**src/rtl/cpu_io_port_if.sv**
```systemverilog
// cpu_io_port_if: CPU-side bus of the 6510 on-chip I/O port.
// Master drives strobe/address/data, slave returns read data and select.
interface cpu_io_port_if;
    logic        cpu_en;
    logic [15:0] addr;
    logic [7:0]  din;
    logic        we;
    logic [7:0]  dout;
    logic        sel;

    modport master (
        output cpu_en, addr, din, we,
        input  dout, sel
    );

    modport slave (
        input  cpu_en, addr, din, we,
        output dout, sel
    );
endinterface

```
**src/rtl/cpu_io_port.sv**
```systemverilog
// cpu_io_port: 6510 I/O port at $0000/$0001 with PLA/cassette lines.
// Bits 6/7 keep a decaying floating charge when left as inputs.
module cpu_io_port #(
    parameter int unsigned FADE_CYCLES = 350000,
    parameter int unsigned CNT_W       = 20
) (
    input  logic        clk,
    input  logic        rst_n,
    cpu_io_port_if.slave bus,
    input  logic [5:0]  pin_in,
    output logic [5:0]  port_o,
    output logic        loram_n,
    output logic        hiram_n,
    output logic        charen_n,
    output logic        cass_wr,
    output logic        cass_motor
);

    localparam logic [CNT_W-1:0] FADE_LOAD = CNT_W'(FADE_CYCLES);

    logic [7:0]            ddr_q, ddr_d;
    logic [7:0]            data_q, data_d;
    logic [1:0]            fade_q, fade_d;
    logic [1:0][CNT_W-1:0] cnt_q, cnt_d;

    logic       wr_ddr;
    logic       wr_data;
    logic [7:0] rd_port;

    // Address decode and write strobes for the two port registers
    always_comb begin
        bus.sel = (bus.addr[15:1] == 15'd0);
        wr_ddr  = bus.cpu_en & bus.we & bus.sel & ~bus.addr[0];
        wr_data = bus.cpu_en & bus.we & bus.sel & bus.addr[0];
        ddr_d   = wr_ddr  ? bus.din : ddr_q;
        data_d  = wr_data ? bus.din : data_q;
    end

    // Pin resolution: outputs drive data, inputs are pulled high
    always_comb begin
        port_o     = (ddr_q[5:0] & data_q[5:0]) | ~ddr_q[5:0];
        loram_n    = port_o[0];
        hiram_n    = port_o[1];
        charen_n   = port_o[2];
        cass_wr    = port_o[3];
        cass_motor = port_o[5];
    end

    // Read mux: $0000 returns ddr, $0001 returns resolved levels
    always_comb begin
        rd_port = (ddr_q & data_q)
                | (~ddr_q & {fade_q, port_o & pin_in});
        if (!bus.sel) begin
            bus.dout = 8'h00;
        end else if (bus.addr[0]) begin
            bus.dout = rd_port;
        end else begin
            bus.dout = ddr_q;
        end
    end

    // Floating charge on bits 6/7, evaluated after this tick's write
    always_comb begin
        fade_d = fade_q;
        cnt_d  = cnt_q;
        if (bus.cpu_en) begin
            for (int k = 0; k < 2; k++) begin
                if (ddr_d[6+k]) begin
                    fade_d[k] = data_d[6+k];
                    cnt_d[k]  = FADE_LOAD;
                end else if (fade_q[k]) begin
                    if (cnt_q[k] != '0) begin
                        cnt_d[k] = cnt_q[k] - CNT_W'(1);
                    end else begin
                        fade_d[k] = 1'b0;
                    end
                end
            end
        end
    end

    // Port state registers, cleared asynchronously
    always_ff @(posedge clk or negedge rst_n) begin
        if (!rst_n) begin
            ddr_q  <= 8'h00;
            data_q <= 8'h00;
            fade_q <= 2'b00;
            cnt_q  <= '0;
        end else begin
            ddr_q  <= ddr_d;
            data_q <= data_d;
            fade_q <= fade_d;
            cnt_q  <= cnt_d;
        end
    end

endmodule

```
**src/flat_wrapper.sv**
```systemverilog
// flat-port wrapper written by rule: the top's interface ports become plain ports
module cpu_io_port_flat 
#(
    parameter int unsigned FADE_CYCLES = 350000,
    parameter int unsigned CNT_W       = 20
)
  (clk, rst_n, pin_in, port_o, loram_n, hiram_n, charen_n, cass_wr, cass_motor, bus_cpu_en, bus_addr, bus_din, bus_we, bus_dout, bus_sel);
  cpu_io_port_if bus_i ();
  input  logic clk;
  input  logic rst_n;
  input  logic [5:0] pin_in;
  output logic [5:0] port_o;
  output logic loram_n;
  output logic hiram_n;
  output logic charen_n;
  output logic cass_wr;
  output logic cass_motor;
  input wire logic [$bits(bus_i.cpu_en)-1:0] bus_cpu_en;
  input wire logic [$bits(bus_i.addr)-1:0] bus_addr;
  input wire logic [$bits(bus_i.din)-1:0] bus_din;
  input wire logic [$bits(bus_i.we)-1:0] bus_we;
  output wire logic [$bits(bus_i.dout)-1:0] bus_dout;
  output wire logic [$bits(bus_i.sel)-1:0] bus_sel;
  assign bus_i.cpu_en = bus_cpu_en;
  assign bus_i.addr = bus_addr;
  assign bus_i.din = bus_din;
  assign bus_i.we = bus_we;
  assign bus_dout = bus_i.dout;
  assign bus_sel = bus_i.sel;
  cpu_io_port #(.FADE_CYCLES(FADE_CYCLES), .CNT_W(CNT_W)) u_core (.clk(clk), .rst_n(rst_n), .bus(bus_i), .pin_in(pin_in), .port_o(port_o), .loram_n(loram_n), .hiram_n(hiram_n), .charen_n(charen_n), .cass_wr(cass_wr), .cass_motor(cass_motor));
endmodule
```
**config.mk**
```make
export PLATFORM = sky130hd
export DESIGN_NAME = cpu_io_port_flat
export DESIGN_NICKNAME = d
export VERILOG_FILES = /design/src/rtl/cpu_io_port_if.sv /design/src/rtl/cpu_io_port.sv /design/src/flat_wrapper.sv
export SDC_FILE = /design/constraint.sdc
export NUM_CORES = 1
export LEC_CHECK = 0
export BUFFER_PORTS_ARGS = -buffer_cell sky130_fd_sc_hd__buf_4
export CORE_MARGIN = 5
export CORE_UTILIZATION = 25
export CTS_CLUSTER_DIAMETER = 150
export DETAILED_ROUTE_END_ITERATION = 10
export GPL_TIMING_DRIVEN = 0
export MAX_ROUTING_LAYER = met4
export PLACE_DENSITY_LB_ADDON = 0.15
export SYNTH_ARGS = -nofsm -noshare
export SYNTH_HDL_FRONTEND = slang
export SYNTH_SLANG_ARGS = --single-unit
```
**constraint.sdc**
```tcl
create_clock -name clk -period 3.15 [get_ports clk]
set_clock_uncertainty 0.2 [all_clocks]
set_input_delay 0.4725 -clock clk [delete_from_list [all_inputs] [get_ports clk]]
set_output_delay 0.4725 -clock clk [all_outputs]
set_load 0.05 [all_outputs]
```
* Word level (Yosys, flattened, before mapping)
Index checks and enable logic that the tools add are counted.
W data, S select, Z words.
** Word-level totals
- Register bits after elaboration :: 58
- Output and inout port bits :: 20
- Word-level logic and storage cells :: 47
** Cells by class
- Add/subtract/negate cells :: 2
- Multiplexer cells :: 16
- Bitwise operators :: 13
- Reduce and logical (&&, ||, !) cells :: 9
** Operators by type and width (count)
- $mux W20 :: 6
- $reduce_bool A20 Y1 :: 2
- $sub A20 B1 Y20 const B :: 2
- $mux W8 :: 4
- $and A8 B8 Y8 :: 2
- $logic_not A15 Y1 :: 1
- $and A6 B6 Y6 :: 2
- $not A8 Y8 :: 1
- $or A8 B8 Y8 :: 1
- $reduce_bool A2 Y1 :: 4
- $mux W1 :: 6
- $not A6 Y6 :: 1
- $or A6 B6 Y6 :: 1
- $reduce_and A3 Y1 :: 2
- $and A1 B1 Y1 :: 4
- $not A1 Y1 :: 1

* Depth between registers and ports, before layout
- Word-level depth :: 7
- Mapped depth :: 9
- Mapped depth without buffers :: 8

* Least setup slack after synthesis
No wires, ideal clock.
- Path kind :: input -> output
- Start :: input bus_addr[2]
- End :: output bus_dout[0]
- Arrival time :: 2.513 ns
- Data required time :: 2.477 ns
- Setup slack :: -0.036 ns
- Cell stages on the path :: 5
- Buffers on the path :: 1
- Cells stage by stage :: nor4_1 -> and3_1 -> buf_1 -> nand2_1 -> a311oi_1
** On the way
- Word-level cells in the longest chain between the ends :: 2
** Ends and longest elaborated chain
- start, declared :: line flat_wrapper.sv:19 : input wire logic [$bits(bus_i.addr)-1:0] bus_addr;
- $logic_not A15 Y1 :: line cpu_io_port.sv:32 : bus.sel = (bus.addr[15:1] == 15'd0);
- $mux W8 :: line cpu_io_port.sv:53 : if (!bus.sel) begin
- end, declared :: line flat_wrapper.sv:22 : output wire logic [$bits(bus_i.dout)-1:0] bus_dout;
No other way between the ends.

* Worst setup path after layout
- Start :: input bus_addr[3]
- End :: output bus_dout[0]
Same word-level chain as after synthesis.

==> out/metrics.yaml <==
grt_max_degree: 59
cp_num_buf_inv: 3
portBuffers: 52
rr_endpoint: "u_core.cnt_q[12]"
cts_buffers: 9
status: "finished clean"
period_minus_slack_ns: 2.86
coreArea_sq_um: 12600
async_flop_share: 1.00
r2r_start: "u_core.cnt_q[16]"
finalCritPeriodShare: 0.908
clock-sinks: 58
synth_seq_area_share: 0.449
ys_types: 54
place_area_sq_um: 3830
p_comb_frac: 0.165
layout-drive-gt1-share: 0.267
worst_ep_required_time_ns: 2.48
gp_congestion: 0.784
multi_input_area_sq_um: 1590
final_cell_area_sq_um: 4150
htreeDepth: 3
cts_resized: 0
hold_viol: 0
final.setup.tns_ns: 0
avgSynthCellArea_sq_um: 9.58
viasPerCell: 4.99
max_stage_delay_ns: 0.35
rsz0062_at_grt: "false"
slew_viol_final: 0
vias: 2877
synth_area_leader_cell: "dfrtp_1"
std_cell_rows: 41
synth_edf_count: 0
diodes: 0
yosys_warnings: 0
p_leak_nw: 1.76
cts_root_buf: "clkbuf_16"
dieArea_sq_um: 15300
grt_util_all_layers: 0.128
clk_latency_ns: 0.33
synth-seq-cells: 58
synth_top_area_frac: 0.449
areaGrowthSynthToFinish_pct: 28.6
layout.nets: 438
cp.arrival_ns: 2.19
initial_core_util: 0.256
grt_pass1_vias: 2906
p_switching_mw: 0.636
detail-route-antenna-nets: 0
max_freq_mhz: 350
grt_pass1_wl_um: 14800
clk_pin_slew_ns: 0.05
die_h_um: 124
antenna_found_initial: 0
grt_overflow_total: 0
syn_area_sq_um: 3230
holdCritPathClass: "primary input to async pin"
ios: 54
drt-pass1-iter-count: 4
wl_per_cell_um: 15.4
synthesis.nets: 375
synthCells: 337
cp-start-kind: "primary input"
cpMostUsedCell: "buf_4"
worstMarginPinSlew_ns: 0.915
fillers: 1327
cts_tree: "yes"
synthFlopType: "dfrtp_1"
synth_area_leaders: "dfrtp_1 45%, mux2_2 4.9%, nand3_1 4.6%, nor3_1 3.4%, o31ai_1 3.3%"
final-setup-viol-count: 0
p_per_area_nw_per_um2: 571
peakVddDrop_mv: 0.242
cts_setup_buffers: 0
pwr-share-clk: 0.442
holdBufCountCts: 0
max_slew_margin: 0.386
maxCapViolCount: 0
power_frac_seq: 0.393
regArea_sq_um: 1450
chipWidth_um: 124
reg2reg_depth: 7
p_int_mw: 1.74
drtIter0Drc: 140
whs_ns: 0.0243
crit_fanout: 9
drc: 0
drt-total-wl_um: 8870
p_sw_frac: 0.268
crit_path_end_kind: "output port"
rrSetupSlack_ns: 0.64
clk_path_buf_depth: 2
path_cells: "buf_4 -> nor4_1 -> and3_1 -> buf_1 -> nand2_1 -> a311oi_1 -> buf_4"
critical_path_class: "primary input to output port"
hpwlAfterDp_um: 6400
cp_slowest_cell: "a311oi_1"
path_delay_family: "simple AND/OR/NAND/NOR gates"
## worst reg2reg max path, delay by kind of cell, from the launching register on
kind	cells	cell delay, ns
AOI/OAI and AO/OA	2	0.43
buffers and inverters	1	0.19
DFF	1	0.40
and+or+nand+nor	4	1.16
## routing by layer
metal  part of all wire  global-route usage  up-vias
met1               0.49               0.172     1388
li1                   -                   -     1405
met5                  0                   -        -
met3              0.068              0.0300        8
met2               0.43               0.191       76
met4             0.0096              0.0394        0
## area by class of cell
cell class,count,area share
multi-input cells,240,0.383
clock inverters,6,0.0193
well taps,172,0.0518
flip-flops and latches,58,0.349
clock buffers,10,0.0575
plain buffers,18,0.0265
inverters,21,0.0190
repair buffers,52,0.0940
## power by group through the flow
stage                     Combinational [mW]  Sequential, mW  Clock [mW]
after detailed placement               0.398           0.943           0
after global routing                   0.447           0.951        1.10
after CTS                              0.399           0.932        1.07
final                                  0.391           0.932        1.05
after global placement                 0.393           0.939           0
after floorplan                        0.292           0.920           0
## state kept, by name, summed over array words and instances (netlist names)
name,count
u_core.cnt_q,40
u_core.data_q,8
u_core.ddr_q,8
u_core.fade_q,2
## through the flow
stage                util  power, mW  worst slack, ns  instances
floorplan               -       1.21          -0.0355        337
global placement    0.304       1.33            0.271        561
detailed placement  0.304       1.34            0.245        561
CTS                 0.329       2.40            0.251        577
global route        0.329       2.50           0.0738        577
finish              0.329       2.37            0.289        577
## cells in the mapped netlist (all sizes together), types with 2 or more instances
library cell  count
o31a              5
o31ai            17
clkbuf            5
or4b              2
nand3            30
o21a              2
ha                4
a21oi            12
and3              8
dfrtp            58
nand4             6
nor2             20
or2               2
nor4              9
inv              21
a211oi            2
or3              11
buf              13
nand4b            2
or4               5
o21ai            12
o32ai             2
a311oi            6
a31oi            12
mux2             14
nand2            18
and2              3
nor3             24
## kinds of logic after synthesis
| group | share of synthesized area |
|---|---|
| AOI/OAI and AO/OA | 0.180 |
| adders and majority gates | 0.0155 |
| buffers and inverters | 0.0585 |
| DFF | 0.449 |
| muxes | 0.0488 |
| and+or+nand+nor | 0.248 |
## worst max-delay path by stage
stage	cells after the start	slack, ns	start	to
after floorplan	5	-0.04	bus_addr[2]	bus_dout[0]
after global placement	7	0.27	bus_addr[3]	bus_dout[0]
after detailed placement	7	0.25	bus_addr[7]	u_core.cnt_q[26]
after CTS	7	0.25	bus_addr[3]	bus_dout[0]
after global routing	7	0.07	bus_addr[11]	bus_dout[2]
final	7	0.29	bus_addr[3]	bus_dout[0]
## layout by cell type (no fill, tap or decap), types with 5 or more instances in the layout
| cell type | netlist | layout |
|---|---|---|
| a311oi_1 | 6 | 6 |
| inv_1 | 20 | 20 |
| buf_4 | 6 | 58 |
| mux2_2 | 14 | 14 |
| nand2_1 | 17 | 17 |
| clkbuf_16 | 0 | 9 |
| nor3_1 | 22 | 22 |
| a21oi_1 | 12 | 12 |
| nor2_1 | 19 | 19 |
| nand3_1 | 30 | 30 |
| and3_1 | 8 | 8 |
| clkbuf_1 | 5 | 5 |
| or3_1 | 9 | 9 |
| nand4_1 | 6 | 6 |
| o31a_1 | 5 | 5 |
| a31oi_1 | 12 | 12 |
| nor4_1 | 9 | 9 |
| dfrtp_1 | 58 | 58 |
| o31ai_1 | 14 | 14 |
| o21ai_0 | 9 | 9 |
(Power assumes the default switching activity.)
